===== src/rtl/vga_timing_pkg.sv =====
// rtl/vga_timing_pkg.sv - shared VGA timing defaults, derived totals and coordinate helpers
package vga_timing_pkg;

  localparam int COORD_W = 10;

  typedef logic [COORD_W-1:0] coord_t;

  // 640x480@60 defaults
  localparam int H_ACTIVE_DEF = 640;
  localparam int H_FP_DEF     = 16;
  localparam int H_SYNC_DEF   = 96;
  localparam int H_BP_DEF     = 48;
  localparam int V_ACTIVE_DEF = 480;
  localparam int V_FP_DEF     = 10;
  localparam int V_SYNC_DEF   = 2;
  localparam int V_BP_DEF     = 33;

  localparam int H_TOTAL_DEF      = H_ACTIVE_DEF + H_FP_DEF + H_SYNC_DEF + H_BP_DEF;
  localparam int V_TOTAL_DEF      = V_ACTIVE_DEF + V_FP_DEF + V_SYNC_DEF + V_BP_DEF;
  localparam int H_SYNC_START_DEF = H_ACTIVE_DEF + H_FP_DEF;
  localparam int H_SYNC_END_DEF   = H_SYNC_START_DEF + H_SYNC_DEF;
  localparam int V_SYNC_START_DEF = V_ACTIVE_DEF + V_FP_DEF;
  localparam int V_SYNC_END_DEF   = V_SYNC_START_DEF + V_SYNC_DEF;

  // Centred coordinate: plain 10-bit wrap-around subtraction, no saturation
  function automatic coord_t centre(input coord_t cnt, input int active);
    return cnt - coord_t'(active / 2);
  endfunction

endpackage


===== src/rtl/vga_coord_gen_if.sv =====
// rtl/vga_coord_gen_if.sv - video timing/coordinate bundle driven by vga_coord_gen
interface vga_coord_gen_if;
  import vga_timing_pkg::*;

  logic       pix_tick;
  coord_t     x_pos;
  coord_t     y_pos;
  logic       hsync;
  logic       vsync;
  logic       de;
  logic       frame_start;
  logic [7:0] frame_cnt;

  modport master (
    output pix_tick, x_pos, y_pos, hsync, vsync, de, frame_start, frame_cnt
  );

  modport slave (
    input pix_tick, x_pos, y_pos, hsync, vsync, de, frame_start, frame_cnt
  );

endinterface


===== src/rtl/timing_axis.sv =====
// rtl/timing_axis.sv - one mod-N timing axis: counter, wrap strobe, sync/active/centred decode
module timing_axis
  import vga_timing_pkg::*;
#(
  parameter int TOTAL      = H_TOTAL_DEF,
  parameter int ACTIVE     = H_ACTIVE_DEF,
  parameter int SYNC_START = H_SYNC_START_DEF,
  parameter int SYNC_END   = H_SYNC_END_DEF
) (
  input  logic   clk,
  input  logic   rst,
  input  logic   adv,
  output logic   wrap,
  output logic   active_nxt,
  output logic   sync_n,
  output coord_t pos
);

  localparam coord_t LAST = coord_t'(TOTAL - 1);
  localparam coord_t ACT  = coord_t'(ACTIVE);
  localparam coord_t SS   = coord_t'(SYNC_START);
  localparam coord_t SE   = coord_t'(SYNC_END);

  coord_t count;
  coord_t count_nxt;

  // Next count and wrap strobe; decode is taken from the next value so outputs track the counter with no lag
  always_comb begin
    wrap       = adv && (count == LAST);
    count_nxt  = count;
    if (adv) begin
      count_nxt = wrap ? '0 : count + coord_t'(1);
    end
    active_nxt = (count_nxt < ACT);
  end

  // Counter plus registered sync and centred coordinate
  always_ff @(posedge clk) begin
    if (rst) begin
      count  <= '0;
      sync_n <= 1'b1;
      pos    <= centre('0, ACTIVE);
    end else begin
      count  <= count_nxt;
      sync_n <= !((count_nxt >= SS) && (count_nxt < SE));
      pos    <= centre(count_nxt, ACTIVE);
    end
  end

endmodule


===== src/rtl/vga_coord_gen.sv =====
// rtl/vga_coord_gen.sv - VGA raster timing with centred x/y coordinates and frame counter
module vga_coord_gen
  import vga_timing_pkg::*;
#(
  parameter int H_ACTIVE = H_ACTIVE_DEF,
  parameter int H_FP     = H_FP_DEF,
  parameter int H_SYNC   = H_SYNC_DEF,
  parameter int H_BP     = H_BP_DEF,
  parameter int V_ACTIVE = V_ACTIVE_DEF,
  parameter int V_FP     = V_FP_DEF,
  parameter int V_SYNC   = V_SYNC_DEF,
  parameter int V_BP     = V_BP_DEF
) (
  input  logic             clk,
  input  logic             rst,
  vga_coord_gen_if.master  vid
);

  localparam int H_TOTAL = H_ACTIVE + H_FP + H_SYNC + H_BP;
  localparam int V_TOTAL = V_ACTIVE + V_FP + V_SYNC + V_BP;

  logic       phase;
  logic       h_wrap;
  logic       v_wrap;
  logic       h_act_nxt;
  logic       v_act_nxt;
  logic       h_sync_n;
  logic       v_sync_n;
  coord_t     h_pos;
  coord_t     v_pos;
  logic       de_q;
  logic       frame_start_q;
  logic [7:0] frame_cnt_q;

  // Pixel phase: one tick every second clk, lining up with the 2-cycle x/y radius multiplexing
  always_ff @(posedge clk) begin
    if (rst) begin
      phase <= 1'b0;
    end else begin
      phase <= ~phase;
    end
  end

  timing_axis #(
    .TOTAL      (H_TOTAL),
    .ACTIVE     (H_ACTIVE),
    .SYNC_START (H_ACTIVE + H_FP),
    .SYNC_END   (H_ACTIVE + H_FP + H_SYNC)
  ) u_h_axis (
    .clk        (clk),
    .rst        (rst),
    .adv        (phase),
    .wrap       (h_wrap),
    .active_nxt (h_act_nxt),
    .sync_n     (h_sync_n),
    .pos        (h_pos)
  );

  timing_axis #(
    .TOTAL      (V_TOTAL),
    .ACTIVE     (V_ACTIVE),
    .SYNC_START (V_ACTIVE + V_FP),
    .SYNC_END   (V_ACTIVE + V_FP + V_SYNC)
  ) u_v_axis (
    .clk        (clk),
    .rst        (rst),
    .adv        (h_wrap),
    .wrap       (v_wrap),
    .active_nxt (v_act_nxt),
    .sync_n     (v_sync_n),
    .pos        (v_pos)
  );

  // Display enable, frame-start pulse and completed-frame count; v_wrap only fires on the last pixel of the frame
  always_ff @(posedge clk) begin
    if (rst) begin
      de_q          <= 1'b0;
      frame_start_q <= 1'b0;
      frame_cnt_q   <= 8'd0;
    end else begin
      de_q          <= h_act_nxt & v_act_nxt;
      frame_start_q <= v_wrap;
      if (v_wrap) begin
        frame_cnt_q <= frame_cnt_q + 8'd1;
      end
    end
  end

  assign vid.pix_tick    = phase;
  assign vid.x_pos       = h_pos;
  assign vid.y_pos       = v_pos;
  assign vid.hsync       = h_sync_n;
  assign vid.vsync       = v_sync_n;
  assign vid.de          = de_q;
  assign vid.frame_start = frame_start_q;
  assign vid.frame_cnt   = frame_cnt_q;

endmodule


===== src/flat_wrapper.sv =====
// flat-port wrapper written by rule: the top's interface ports become plain ports
module vga_coord_gen_flat import vga_timing_pkg::*;
#(
  parameter int H_ACTIVE = H_ACTIVE_DEF,
  parameter int H_FP     = H_FP_DEF,
  parameter int H_SYNC   = H_SYNC_DEF,
  parameter int H_BP     = H_BP_DEF,
  parameter int V_ACTIVE = V_ACTIVE_DEF,
  parameter int V_FP     = V_FP_DEF,
  parameter int V_SYNC   = V_SYNC_DEF,
  parameter int V_BP     = V_BP_DEF
)
  (clk, rst, vid_pix_tick, vid_x_pos, vid_y_pos, vid_hsync, vid_vsync, vid_de, vid_frame_start, vid_frame_cnt);
  vga_coord_gen_if vid_i ();
  input  logic clk;
  input  logic rst;
  output wire logic [$bits(vid_i.pix_tick)-1:0] vid_pix_tick;
  output wire logic [$bits(vid_i.x_pos)-1:0] vid_x_pos;
  output wire logic [$bits(vid_i.y_pos)-1:0] vid_y_pos;
  output wire logic [$bits(vid_i.hsync)-1:0] vid_hsync;
  output wire logic [$bits(vid_i.vsync)-1:0] vid_vsync;
  output wire logic [$bits(vid_i.de)-1:0] vid_de;
  output wire logic [$bits(vid_i.frame_start)-1:0] vid_frame_start;
  output wire logic [$bits(vid_i.frame_cnt)-1:0] vid_frame_cnt;
  assign vid_pix_tick = vid_i.pix_tick;
  assign vid_x_pos = vid_i.x_pos;
  assign vid_y_pos = vid_i.y_pos;
  assign vid_hsync = vid_i.hsync;
  assign vid_vsync = vid_i.vsync;
  assign vid_de = vid_i.de;
  assign vid_frame_start = vid_i.frame_start;
  assign vid_frame_cnt = vid_i.frame_cnt;
  vga_coord_gen #(.H_ACTIVE(H_ACTIVE), .H_FP(H_FP), .H_SYNC(H_SYNC), .H_BP(H_BP), .V_ACTIVE(V_ACTIVE), .V_FP(V_FP), .V_SYNC(V_SYNC), .V_BP(V_BP)) u_core (.clk(clk), .rst(rst), .vid(vid_i));
endmodule

===== config.mk =====
export PLATFORM = sky130hd
export DESIGN_NAME = vga_coord_gen_flat
export DESIGN_NICKNAME = d
export VERILOG_FILES = /design/src/rtl/vga_timing_pkg.sv /design/src/rtl/vga_coord_gen_if.sv /design/src/rtl/timing_axis.sv /design/src/rtl/vga_coord_gen.sv /design/src/flat_wrapper.sv
export SDC_FILE = /design/constraint.sdc
export NUM_CORES = 1
export LEC_CHECK = 0
export ABC_AREA = 1
export CORE_MARGIN = 2
export CORE_UTILIZATION = 50
export DETAILED_ROUTE_END_ITERATION = 8
export DONT_BUFFER_PORTS = 1
export HOLD_SLACK_MARGIN = 0.03
export MAX_ROUTING_LAYER = met4
export PLACE_DENSITY = 0.68
export SLEW_MARGIN = 25
export SYNTH_ARGS = -nofsm -noshare
export SYNTH_HDL_FRONTEND = slang
export SYNTH_SLANG_ARGS = --single-unit

===== constraint.sdc =====
create_clock -name clk -period 2.5 [get_ports clk]
set_input_delay 0.625 -clock clk [delete_from_list [all_inputs] [get_ports clk]]
set_output_delay 0.625 -clock clk [all_outputs]
set_load 0.02 [all_outputs]

==> Word level (Yosys, flattened, before mapping) <==
Cells that the tools add are included.
{ "word_totals": {"ff_bits": 53, "out_inout_bits": 33, "input_bits": 2} }
{ "op_classes": {"bitwise_logic": 2, "addsub": 5, "eq_ne": 2, "n_lt_le_gt_ge": 6, "n_mux": 4, "reduce_logical": 6} }
{ "ops": {"columns": ["op", "count"], "rows": [
  ["10-bit 2-to-1 mux", 4],
  ["10-bit by 1-bit adder with 10-bit output (second input constant)", 2],
  ["10-bit equality test (second input constant)", 2],
  ["10-bit less-than comparator (second input constant)", 2],
  ["10-bit by 9-bit less-than comparator with 1-bit output (second input constant)", 2],
  ["10-bit greater-or-equal comparator (second input constant)", 1],
  ["10-bit by 9-bit greater-or-equal comparator with 1-bit output (second input constant)", 1],
  ["10-bit by 8-bit subtractor with 10-bit output (second input constant)", 1],
  ["10-bit by 9-bit subtractor with 10-bit output (second input constant)", 1],
  ["8-bit by 1-bit adder with 8-bit output (second input constant)", 1],
  ["1-bit logical AND", 4],
  ["1-bit logical NOT", 2],
  ["1-bit AND", 1],
  ["1-bit inverter", 1]
]} }

==> Longest topological paths before layout <==
{ "depth": {"depth_word": 8, "mapped_depth": 14} }

==> Cells and area by module <==
Synthesis repeated with hierarchy kept, for this count alone.
{ "unflattened": {"cells_unflattened": 323, "hier_area_um2": 2303.5} }
{ "by_module_without_submodules": {"columns": ["mod", "area_each_um2", "seq_area_each_um2", "n_inst", "cells_per_inst"], "rows": [
  ["timing_axis (u_core.u_v_axis)", 991.0, 340.3, 1, 139],
  ["timing_axis (u_core.u_h_axis)", 883.3, 300.3, 1, 126],
  ["vga_coord_gen", 429.2, 220.2, 1, 58]
]} }

==> Worst setup path before layout <==
Ideal clock, no wire load.
{ "synth_path": {"kind": "register to register", "from": "register u_core.phase, in the netlist u_core.vid.pix_tick", "to": "register u_core.u_v_axis.sync_n", "path_slack_ns": 0.499, "stages_incl_launch_ff": 14, "arrival_time_ns": 1.882, "setup_ns": 0.120, "synth_period_minus_slack_ns": 2.001, "cell_sequence": "dfxtp_1 buf_4 nand2_1 nor2_2 nand2_4 clkinv_2 nand2_4 inv_6 nor2_4 ha_1 nor2_1 nand2_1 nor3_1 nand2_1"} }
{ "synth_via": {"elab_chain_len": 7} }
{ "synth_lines": {"columns": ["item", "line", "rtl"], "rows": [
  ["from (decl)", "vga_coord_gen.sv:22", "logic phase;"],
  ["from (signal assigned)", "vga_coord_gen.sv:40", "phase <= ~phase;"],
  ["1-bit logical AND *", "timing_axis.sv:29", "wrap = adv && (count == LAST);"],
  ["1-bit logical AND", "timing_axis.sv:29", null],
  ["10-bit 2-to-1 mux", "timing_axis.sv:32", "count_nxt = wrap ? '0 : count + coord_t'(1);"],
  ["10-bit 2-to-1 mux *", "timing_axis.sv:31", "if (adv) begin"],
  ["net u_core.u_v_axis.count_nxt[4]", "timing_axis.sv:25", "coord_t count_nxt;"],
  ["10-bit by 9-bit greater-or-equal comparator with 1-bit output / 10-bit by 9-bit less-than comparator with 1-bit output (equally long branches)", "timing_axis.sv:45", "sync_n <= !((count_nxt >= SS) && (count_nxt < SE));"],
  ["1-bit logical AND *", "timing_axis.sv:45", null],
  ["1-bit logical NOT *", "timing_axis.sv:45", null],
  ["to (signal assigned)", "timing_axis.sv:45", null],
  ["to (decl)", "timing_axis.sv:15", "output logic sync_n,"]
]} }
The timed path passes the listed nets; every way through them passes the cells marked *.
A chain may end at the register's enable or synchronous reset.

==> flow_metrics.tcl <==
set metrics [dict create \
    startpoint_type "flop" \
    synth_fp_nets 338 \
    core_region_area_um2 4384 \
    cts_num_sinks 43 \
    worstSetupEndpointType "flop" \
    yosysUniqueCellTypes 32 \
    yosysTopAreaCell "dfxtp_1" \
    diodes 0 \
    synth_xor_area_share_pct 1.906 \
    synth_compound_area_share_pct 6.536 \
    r2r-end "u_core.u_v_axis.sync_n" \
    fp.dieW_um 71.78 \
    synthTopCellsByArea "dfxtp_1 37%, nand2_1 12%, inv_1 7.2%, nor2_1 7.0%, nand3_1 5.0%" \
    cts.reportedPaths.clkPinSlew_ns 0.08 \
    ctsRootBufferMaster "clkbuf_8" \
    cts_resized 0 \
    ctsHoldBuffers 0 \
    port_buffers 0 \
    area_growth_pct 4.575 \
    post_cts_buffers 0 \
    holdWs_ns 0.3826 \
    seq_area_frac_synth_pct 37.47 \
    crit_fanout 7 \
    grt-ovfl-total 0 \
    cpPeakStageDelay_ns 0.43 \
    cellPowerDensity_nw_per_um2 484.6 \
    r2r_start "u_core.u_h_axis.pos[5]" \
    pre_cts_ws_ns 0.3396 \
    ios 35 \
    dr.pass1.iters 4 \
    synth_top_family_by_area "simple AND/OR/NAND/NOR gates" \
    dieArea_um2 5152 \
    numCtsBuffers 5 \
    synthCells 328 \
    final_antenna_net_count 0 \
    row_count 24 \
    vias 1933 \
    drc_errors 0 \
    ir_worst_vdd_mv 0.2344 \
    cp_common_cell "nand2_1" \
    vias_per_cell 5.087 \
    synth_edf_count 0 \
    async_reset_ff_share_pct 0 \
    finalMaxSlewViolations 0 \
    slew_headroom_pct 74.52 \
    period_share_pct 86.59 \
    worstRegToRegCells 13 \
    synth_area_per_cell_um2 7.004 \
    grt_first_pass_wirelength_um 8038 \
    post-place-cells 372 \
    synth_fa_ha_area_share_pct 4.357 \
    place_congestion 0.8880 \
    critPathArrivalTime_ns 2.36 \
    wl_um 4711 \
    cts_tree "done" \
    place_hpwl_um 3545 \
    layoutNonFillerInstCount 380 \
    slowest_stage "dfxtp_1" \
    hold_viol 0 \
    synth_warnings 0 \
    clockBufferDepth 2 \
    grt_start_max_net_pins 27 \
    fin_ws_ns 0.3352 \
    muxShareOfSynthArea_pct 0 \
    h-tree-depth 2 \
    drv_cap 0 \
    r2r_slack_ns 0.34 \
    clock_latency_ns 0.30 \
    synth.cell_area_um2 2297 \
    fin_setup_tns_ns 0 \
    post-route-min-period_ns 2.165 \
    start_util_pct 52.40 \
    hold_start "rst" \
    antenna_found_initial 0 \
    p_leak_nw 1.118 \
    setup_viol 0 \
    grt_pass1_vias 1772 \
    synth_top_area_share_pct 37.47 \
    synth_seq_cells 43 \
    clock.fmax_mhz 461.9 \
    drive_above_1_share_pct 11.59 \
    crit_type "reg -> reg" \
    drtIter0Drc 144 \
    cp_data_required_time_ns 2.69 \
    min_delay_path_depth 1 \
    status "finished, final reports clean" \
    worst_pin_slew_ns 0.3817 \
    worstPathCellList "inv_1, nand2_1, nor2_2, nand2_4, clkinv_2, nand2_4, inv_6, nor2_4, ha_1, nor2_1, nand2_1, nor3_1, nand2_1" \
    whs_endpoint "u_core.u_v_axis.count[7]" \
    synthSimpleGateAreaFrac_pct 37.04 \
    skew_ns 0.002250 \
    post_drt_wl_per_cell_um 12.40 \
    grtUsageTotal_pct 20.16 \
    ys_top_cells_by_count "71 x nand2_1, 44 x inv_1, 43 x dfxtp_1, 43 x nor2_1, 23 x nand3_1" \
    synth_ff_type "dfxtp_1" \
    rsz0062_at_grt "false" \
    hold_path.class "in -> reg" \
    yosysMostFrequentCell "nand2_1" \
    die_h_um 71.78 \
    nets 337 \
]
## routing by layer
metal | GRT usage (%) | routed length (um) | part of all wire [%] | vias up
li1 | - | - | - | 1024
met1 | 29.05 | 2491 | 53 | 859
met2 | 28.40 | 1960 | 42 | 44
met3 | 4.782 | 212 | 4.5 | 6
met4 | 5.031 | 46 | 0.98 | 0
met5 | - | 0 | 0 | -
## worst max-delay path: cells and delay by family (launching register included)
family | cells | cell delay, ns
adders and majority gates | 1 | 0.24
buffers and inverters | 3 | 0.35
DFF | 1 | 0.43
and+or+nand+nor | 9 | 1.05
## cells in the final DEF, fill, tap and decap left out, types with 6 or more instances in the layout
master,count
a21oi_1,13
buf_4,7
dfxtp_1,43
ha_1,8
inv_1,44
nand2_1,71
nand3_1,23
nand4_1,13
nor2_1,43
nor3_1,6
o21ai_0,11
## state kept, by name, indices dropped and copies added (netlist names)
signal / count
u_core.vid.frame_cnt: 8
u_core.u_h_axis.sync_n: 1
u_core.vid.frame_start: 1
u_core.u_v_axis.count: 6
u_core.u_h_axis.pos: 10
u_core.u_v_axis.pos: 10
u_core.u_v_axis.sync_n: 1
u_core.vid.pix_tick: 1
u_core.u_h_axis.count: 4
u_core.vid.de: 1
## metrics by stage
stage               utilization, %  power (mW)  cell area [um2]
finish                       54.79       1.164             2402
CTS                          54.79       1.174             2402
detailed placement           52.85      0.7376             2317
floorplan                        -      0.7386             2297
global route                 54.79       1.199             2402
global placement             52.85      0.7375             2317
## power breakdown
group | internal [mW] | total, mW | switching (mW)
Combinational | 0.00992 | 0.0270 | 0.0171
Clock | 0.195 | 0.442 | 0.247
Sequential | 0.689 | 0.695 | 0.00600
## how the worst max path moves through the flow
stage	endpoint	start	slack, ns	cells after the start
finish	u_core.u_v_axis.sync_n	u_core.u_h_axis.pos[5]	0.34	13
global route	u_core.u_v_axis.sync_n	u_core.u_v_axis.pos[0]	0.03	14
CTS	u_core.u_v_axis.sync_n	u_core.u_v_axis.pos[0]	0.32	14
detailed placement	u_core.u_v_axis.sync_n	u_core.u_v_axis.pos[0]	0.34	14
global placement	u_core.u_v_axis.sync_n	u_core.u_v_axis.pos[0]	0.35	14
floorplan	u_core.u_v_axis.sync_n	u_core.vid.pix_tick	0.50	13
## final cells by class
| cell class | instances | area [um2] |
|---|---|---|
| clock buffers | 6 | 72.57 |
| well taps | 52 | 65.06 |
| repair buffers | 7 | 52.55 |
| clock inverters | 2 | 12.51 |
| flip-flops and latches | 43 | 860.8 |
| inverters | 50 | 193.9 |
| multi-input cells | 220 | 1145 |
| fillers | 440 | 1982 |
## kinds of logic after synthesis
| family | count (synthesis) |
|---|---|
| DFF | 43 |
| xor gates and xnor gates | 5 |
| AOI/OAI and AO/OA | 28 |
| and+or+nand+nor | 179 |
| adders and majority gates | 8 |
| buffers and inverters | 65 |
Note: power is estimated with default switching activity, not from simulation.
